[src/rtl/expr_pkg.sv]
// Field layout of the packed 90-bit expression result bus y = {y0,...,y17}.
package expr_pkg;

    localparam int BUS_W      = 90;
    localparam int NUM_FIELDS = 18;
    localparam int OUT_W      = 8;
    localparam int SIG_W      = 16;

    typedef logic [4:0] field_idx_t;

    localparam field_idx_t LAST_IDX = field_idx_t'(NUM_FIELDS - 1);

    // Widths cycle 4,5,6 so every group of three fields spans 15 bits.
    localparam int FIELD_W [NUM_FIELDS] = '{
        4, 5, 6,  4, 5, 6,  4, 5, 6,
        4, 5, 6,  4, 5, 6,  4, 5, 6
    };

    // MSB of each field; y0 sits at the top of the bus.
    localparam int FIELD_MSB [NUM_FIELDS] = '{
        89, 85, 80,  74, 70, 65,
        59, 55, 50,  44, 40, 35,
        29, 25, 20,  14, 10,  5
    };

    // Second group of three in every six-field block is signed.
    localparam bit FIELD_SIGNED [NUM_FIELDS] = '{
        1'b0, 1'b0, 1'b0,  1'b1, 1'b1, 1'b1,
        1'b0, 1'b0, 1'b0,  1'b1, 1'b1, 1'b1,
        1'b0, 1'b0, 1'b0,  1'b1, 1'b1, 1'b1
    };

endpackage

[src/rtl/expr_field_extract.sv]
// Combinational field selector: picks field idx_i out of the packed word and
// extends it to OUT_W bits according to the field's signedness.
module expr_field_extract
    import expr_pkg::*;
(
    input  logic [BUS_W-1:0] shadow_i,
    input  field_idx_t       idx_i,
    output logic [OUT_W-1:0] field_o
);

    logic [OUT_W-1:0] field_ext [NUM_FIELDS];

    for (genvar gi = 0; gi < NUM_FIELDS; gi++) begin : g_field
        localparam int W   = FIELD_W[gi];
        localparam int MSB = FIELD_MSB[gi];
        logic [W-1:0] raw;
        assign raw = shadow_i[MSB -: W];
        if (FIELD_SIGNED[gi]) begin : g_sext
            assign field_ext[gi] = {{(OUT_W - W){raw[W-1]}}, raw};
        end else begin : g_zext
            assign field_ext[gi] = {{(OUT_W - W){1'b0}}, raw};
        end
    end

    // Index mux; out-of-range indices yield zero.
    always_comb begin
        field_o = '0;
        for (int i = 0; i < NUM_FIELDS; i++) begin
            if (idx_i == field_idx_t'(i)) begin
                field_o = field_ext[i];
            end
        end
    end

endmodule

[src/rtl/expr_result_unpacker.sv]
// Receive end of the packed expression result bus: accepts one word per
// handshake, streams its 18 extended fields out one per beat and produces a
// rotate-xor signature per finished word.
module expr_result_unpacker
    import expr_pkg::*;
(
    input  logic             clk,
    input  logic             rst,
    input  logic             in_valid,
    output logic             in_ready,
    input  logic [BUS_W-1:0] in_data,
    output logic             out_valid,
    input  logic             out_ready,
    output logic [OUT_W-1:0] out_field,
    output field_idx_t       out_idx,
    output logic             out_last,
    output logic             sig_valid,
    output logic [SIG_W-1:0] sig
);

    typedef enum logic {IDLE, EMIT} state_t;

    state_t           state_q, state_d;
    field_idx_t       idx_q, idx_d;
    logic [BUS_W-1:0] shadow_q, shadow_d;
    logic [SIG_W-1:0] sig_acc_q, sig_acc_d;
    logic [SIG_W-1:0] sig_q, sig_d;
    logic             sig_valid_q, sig_valid_d;

    logic [OUT_W-1:0] field_raw;
    logic [SIG_W-1:0] sig_step;
    logic             emitting;
    logic             out_xfer;
    logic             last_xfer;
    logic             in_xfer;

    expr_field_extract u_extract (
        .shadow_i (shadow_q),
        .idx_i    (idx_q),
        .field_o  (field_raw)
    );

    // Handshakes, output drive and next-state computation.
    always_comb begin
        emitting  = (state_q == EMIT);
        out_xfer  = emitting && out_ready;
        last_xfer = out_xfer && (idx_q == LAST_IDX);
        in_ready  = !emitting || last_xfer;
        in_xfer   = in_valid && in_ready;

        // Outputs are forced to zero outside EMIT so idle/reset values are all 0.
        out_valid = emitting;
        out_field = emitting ? field_raw : '0;
        out_idx   = emitting ? idx_q : '0;
        out_last  = emitting && (idx_q == LAST_IDX);
        sig_valid = sig_valid_q;
        sig       = sig_q;

        sig_step  = {sig_acc_q[SIG_W-2:0], sig_acc_q[SIG_W-1]}
                    ^ {{(SIG_W - OUT_W){1'b0}}, field_raw};

        state_d     = state_q;
        idx_d       = idx_q;
        shadow_d    = shadow_q;
        sig_acc_d   = sig_acc_q;
        sig_d       = sig_q;
        sig_valid_d = 1'b0;

        if (out_xfer) begin
            sig_acc_d = sig_step;
            if (last_xfer) begin
                state_d     = IDLE;
                sig_d       = sig_step;
                sig_valid_d = 1'b1;
            end else begin
                idx_d = field_idx_t'(idx_q + 5'd1);
            end
        end

        // A new word (possibly in the same cycle as the last beat) restarts the stream.
        if (in_xfer) begin
            state_d   = EMIT;
            idx_d     = '0;
            shadow_d  = in_data;
            sig_acc_d = '0;
        end
    end

    // State, counter, shadow word and signature registers.
    always_ff @(posedge clk or posedge rst) begin
        if (rst) begin
            state_q     <= IDLE;
            idx_q       <= '0;
            shadow_q    <= '0;
            sig_acc_q   <= '0;
            sig_q       <= '0;
            sig_valid_q <= 1'b0;
        end else begin
            state_q     <= state_d;
            idx_q       <= idx_d;
            shadow_q    <= shadow_d;
            sig_acc_q   <= sig_acc_d;
            sig_q       <= sig_d;
            sig_valid_q <= sig_valid_d;
        end
    end

endmodule

[config.mk]
export PLATFORM = sky130hd
export DESIGN_NAME = expr_result_unpacker
export DESIGN_NICKNAME = d
export VERILOG_FILES = /design/src/rtl/expr_pkg.sv /design/src/rtl/expr_field_extract.sv /design/src/rtl/expr_result_unpacker.sv
export SDC_FILE = /design/constraint.sdc
export NUM_CORES = 1
export LEC_CHECK = 0
export CAP_MARGIN = 20
export CELL_PAD_IN_SITES_DETAIL_PLACEMENT = 0
export CELL_PAD_IN_SITES_GLOBAL_PLACEMENT = 1
export CORE_UTILIZATION = 44
export CTS_CLUSTER_DIAMETER = 30
export DETAILED_ROUTE_END_ITERATION = 8
export PLACE_DENSITY_LB_ADDON = 0.12
export SLEW_MARGIN = 20
export SYNTH_ARGS = -nofsm -noshare
export SYNTH_HDL_FRONTEND = slang
export SYNTH_SLANG_ARGS = --single-unit
[constraint.sdc]
create_clock -name clk -period 15.44 [get_ports clk]
set_clock_uncertainty 0.15 [all_clocks]
set_input_delay 4.632 -clock clk [delete_from_list [all_inputs] [get_ports clk]]
set_output_delay 4.632 -clock clk [all_outputs]
set_load 0.01 [all_outputs]
Word-level counts from Yosys, hierarchy flattened

Index checks and enable logic that the tools add are counted.

Word-level logic and storage cells: 68
Register bits: 129
Output and inout port bits: 33
Input bits: 94

Bitwise operators: 1
Add/sub/neg operators: 1
Mux-type cells: 30
Eq/ne operators: 18
Reduce and logical (&&, ||, !) cells: 12

Operator list:

| cell                  | number |
|---|---|
| $mux W8               | 16 |
| $eq A5 B4 Y1 const B  | 8 |
| $mux W16              | 2 |
| $mux W5               | 5 |
| $eq A5 B3 Y1 const B  | 4 |
| $xor A16 B8 Y16       | 1 |
| $eq A5 B2 Y1 const B  | 2 |
| $eq A5 B5 Y1 const B  | 2 |
| $mux W6               | 1 |
| $reduce_and A2 Y1     | 3 |
| $add A5 B1 Y5 const B | 1 |
| $eq A5 B1 Y1 const B  | 1 |
| $logic_not A5 Y1      | 1 |
| $mux W1               | 5 |
| $logic_and A1 B1 Y1   | 4 |
| $mux W4               | 1 |
| $reduce_bool A2 Y1    | 2 |
| $ne A2 B1 Y1 const B  | 1 |
| $logic_not A1 Y1      | 1 |
| $logic_or A1 B1 Y1    | 1 |

Longest topological paths before layout

Depth in word-level cells: 22
Mapped depth: 11
Depth with buffers taken out: 9

Hierarchy

From an unflattened synthesis, not the netlist that was laid out.

Cell total of the unflattened synthesis: 588
Area, all modules: 6586.3 um^2

By module, submodules not included:

| module               | area an instance (um^2) | seq. area each (um^2) | cells an instance | instances |
|---|---|---|---|---|
| expr_result_unpacker | 5148.7                  | 3228.1                | 357               | 1 |
| expr_field_extract   | 1437.6                  | 0.0                   | 231               | 1 |

Worst setup path before layout

Ideal clock, no wire load.

Path kind: input to output
From: in out_ready
To: out in_ready
Data arrival time: 5.427 ns
Stages: 4
Data required time: 10.658 ns
Setup slack: 5.231 ns
Cell sequence: clkbuf_1 nand3_1 nand2_1 clkbuf_1

Cells in the longest elaborated chain, start to end: 3

RTL lines:

| item                | RTL line                   | source |
|---|---|---|
| start, declared     | expr_result_unpacker.sv:13 | `input logic out_ready,` |
| $logic_and A1 B1 Y1 | expr_result_unpacker.sv:46 | `out_xfer = emitting && out_ready;` |
| $logic_and A1 B1 Y1 | expr_result_unpacker.sv:47 | `last_xfer = out_xfer && (idx_q == LAST_IDX);` |
| $logic_or A1 B1 Y1  | expr_result_unpacker.sv:48 | `in_ready = !emitting \|\| last_xfer;` |
| end, declared       | expr_result_unpacker.sv:10 | `output logic in_ready,` |

Every way passes these cells.

Worst setup path in the final report

Same ends and word-level chain as after synthesis.

==> flow_summary.ini <==
[setup_path]
r2r_start = idx_q[2]
path_max_fanout = 22
reg2reg_setup_slack_ns = 11.31
worstRegToRegCells = 8
end_kind = primary output
critPathKind = input port to primary output
cp-start-kind = input port
r2r-end = sig_acc_q[5]
cp.required_ns = 10.66
worstPathArrival_ns = 6.56

[floorplan]
initial_core_util_pct = 45.17
fp-row-count = 45
ios = 127
core_area_um2 = 15200
dieArea_um2 = 16110
die-height_um = 126.9
die_w_um = 126.9

[logic_synthesis]
yosysUniqueCellTypes = 78
synth-warning-count = 0
ys_ff_latch = 129
ys_seq_area_share_pct = 47.01
syn-cell-area_um2 = 6867
synth-edff-count = 0
synthCells = 661
syn_avg_cell_area_um2 = 10.39
async_flop_share_pct = 100.0
synth_ff_type = dfrtp_1
synth_fp_nets = 760

[power]
switching_power_uw = 621.1
total_power_mw = 1.748
p_comb_share_pct = 40.1
ir_drop_v = 0.0001050
p_int_mw = 1.127
power_density_nw_per_um2 = 198.3
swShare_pct = 35.53
p_seq_share_pct = 35.8
clockPowerShare_pct = 24.1
p_leak_nw = 3.797

[route]
drt_iter0_markers = 572
routed_wl_um = 18960
dr_total_vias = 5627
avgViaCountPerCell = 5.825
drc_errors = 0
firstDrtPassIters = 6
wl_per_cell_um = 19.62
ant_nets = 0

[cts]
cts_tree = built
cts_buffers = 17
cts_hold_buf = 0
ctsResizeCount = 0
cts.sinks = 129
cts.path.max_buffers = 2
h-tree-depth = 4
ctsRootBufferMaster = clkbuf_16
clk_latency_ns = 0.42
path_clk_slew_ns = 0.05
cts_setup_buffers = 0

[layout]
regArea_um2 = 3228
nNetsFinal = 867
drive_above_1_share_pct = 17.48
instances_no_fill = 966
multi_input_area_um2 = 3319
fill_cells = 1328
syn2layout_area_growth_pct = 28.41
final_cell_area_um2 = 8817
n_antenna_cell = 0

[min_path]
min_path_cells = 2
min-delay-start = sig[10]
hp-class = flip-flop to flip-flop
min_to = sig[10]

[sta]
slew_violations = 0
fin_setup_tns_ns = 0
fmax_mhz = 88.16
fin_crit_sh_pct = 73.47
worst_pin_slew_ns = 0.9962
max_slew_margin_pct = 33.59
period_minus_slack_ns = 11.34
hold_viol = 0
finalSetupViolations = 0
rsz0062_at_grt = false

[grt]
grt_start_max_net_pins = 75
overflow = 0
first_global_vias = 5457
antenna_found_initial = 0
grtUsageTotal_pct = 24.54
grt_pass1_wl_um = 29860

[run_status]
status = finished clean

[placement]
placed_cells = 937
hpwl_um = 13570
placed_area_um2 = 8204
io_buffer_count = 126
routabilityCongestion = 0.8834

[run]
maxCapViolations = 0
state kept, by name (all words and copies together), names as in the netlist:
register / count
out_valid: 1
idx_q: 5
shadow_q: 90
sig_acc_q: 16
sig_valid: 1
sig: 16
metrics by stage:
step / utilization (%) / setup WS (ns) / hold WS, ns
5_1_grt: 58.00 / 3.974 / 0.3352
6_report: 58.00 / 4.097 / 0.3205
3_5_place_dp: 53.97 / 4.108 / 0.3162
4_1_cts: 58.00 / 4.097 / 0.3295
2_1_floorplan: - / 5.231 / 0.3051
3_3_place_gp: 53.97 / 4.129 / 0.3097
critical path, stage by stage:
cell and delay [ns]:
clkdlybuf4s50_1 0.63, nand3_1 0.12, buf_4 0.24, nand2_1 0.33
clkdlybuf4s50_1 0.61
synthesized netlist by cell type (all sizes together), types with 5 or more instances:
library cell | n | area (um2)
a21oi | 36 | 180.2
nor3 | 10 | 50.05
buf | 31 | 178.9
mux2 | 82 | 923.4
o2bb2ai | 5 | 43.79
a211oi | 8 | 65.06
nor2 | 28 | 105.1
nand3 | 16 | 80.08
a22o | 5 | 43.79
o22a | 5 | 43.79
o21ai | 37 | 185.2
o211ai | 5 | 42.54
or3b | 6 | 52.55
nand2b | 15 | 93.84
ha | 5 | 62.56
nand3b | 5 | 37.54
nand2 | 68 | 255.2
dfrtp | 129 | 3228
nor2b | 10 | 62.56
a21o | 7 | 52.55
nor3b | 7 | 57.55
o22ai | 8 | 56.30
inv | 22 | 82.58
clkbuf | 17 | 65.06
area by class of cell:
class / count / share of cell area, %
inverter: 22 / 0.9649
sequential: 129 / 36.61
multi-input combinational: 462 / 37.65
tap: 188 / 2.668
clock buffer: 19 / 5.137
timing repair buffer: 136 / 15.16
clock inverter: 10 / 1.816
cells by family after synthesis:
family / count (synthesis) / synth area share [%]
buf+inv: 70 / 4.756
flops: 129 / 47.01
fa+ha+maj: 5 / 0.9111
mux: 84 / 13.74
compound gates: 163 / 16.56
xor+xnor: 7 / 0.8929
simple gates: 203 / 16.13
per-layer routing:
layer	global-route usage (%)	up-vias	share of wire, %
met1	34.18	2761	46
met5	0	-	0
met3	5.230	23	6.1
li1	-	2625	-
met2	38.17	218	46
met4	7.913	0	1.5
how the worst max path moves through the flow:
| stage | startpoint | to | slack (ns) | cells past startpoint |
|---|---|---|---|---|
| 6_report | out_ready | in_ready | 4.10 | 5 |
| 4_1_cts | out_ready | in_ready | 4.10 | 5 |
| 5_1_grt | out_ready | in_ready | 3.97 | 5 |
| 3_3_place_gp | out_ready | in_ready | 4.13 | 5 |
| 3_5_place_dp | out_ready | in_ready | 4.11 | 5 |
| 2_1_floorplan | out_ready | in_ready | 5.23 | 4 |
placed cells by master, fill, tap and decap left out, types with 7 or more instances in the layout:
cell type / n
buf_4: 10
nand2b_1: 15
nor2b_1: 10
nand3_1: 16
mux2_2: 76
clkbuf_16: 17
a21o_1: 7
a211oi_1: 7
o21ai_0: 37
dfrtp_1: 129
nor3_1: 10
nand2_1: 67
clkdlybuf4s50_1: 126
a21oi_1: 36
inv_1: 21
o22ai_1: 7
nor2_1: 28
power groups by stage:
stage | Sequential, mW | Combinational [mW] | Clock (mW)
2_1_floorplan | 0.572 | 0.480 | 0
3_3_place_gp | 0.621 | 0.687 | 0
3_5_place_dp | 0.627 | 0.698 | 0
4_1_cts | 0.623 | 0.702 | 0.427
5_1_grt | 0.644 | 0.763 | 0.445
6_report | 0.625 | 0.702 | 0.421
Note: power is estimated with default switching activity, not from simulation.
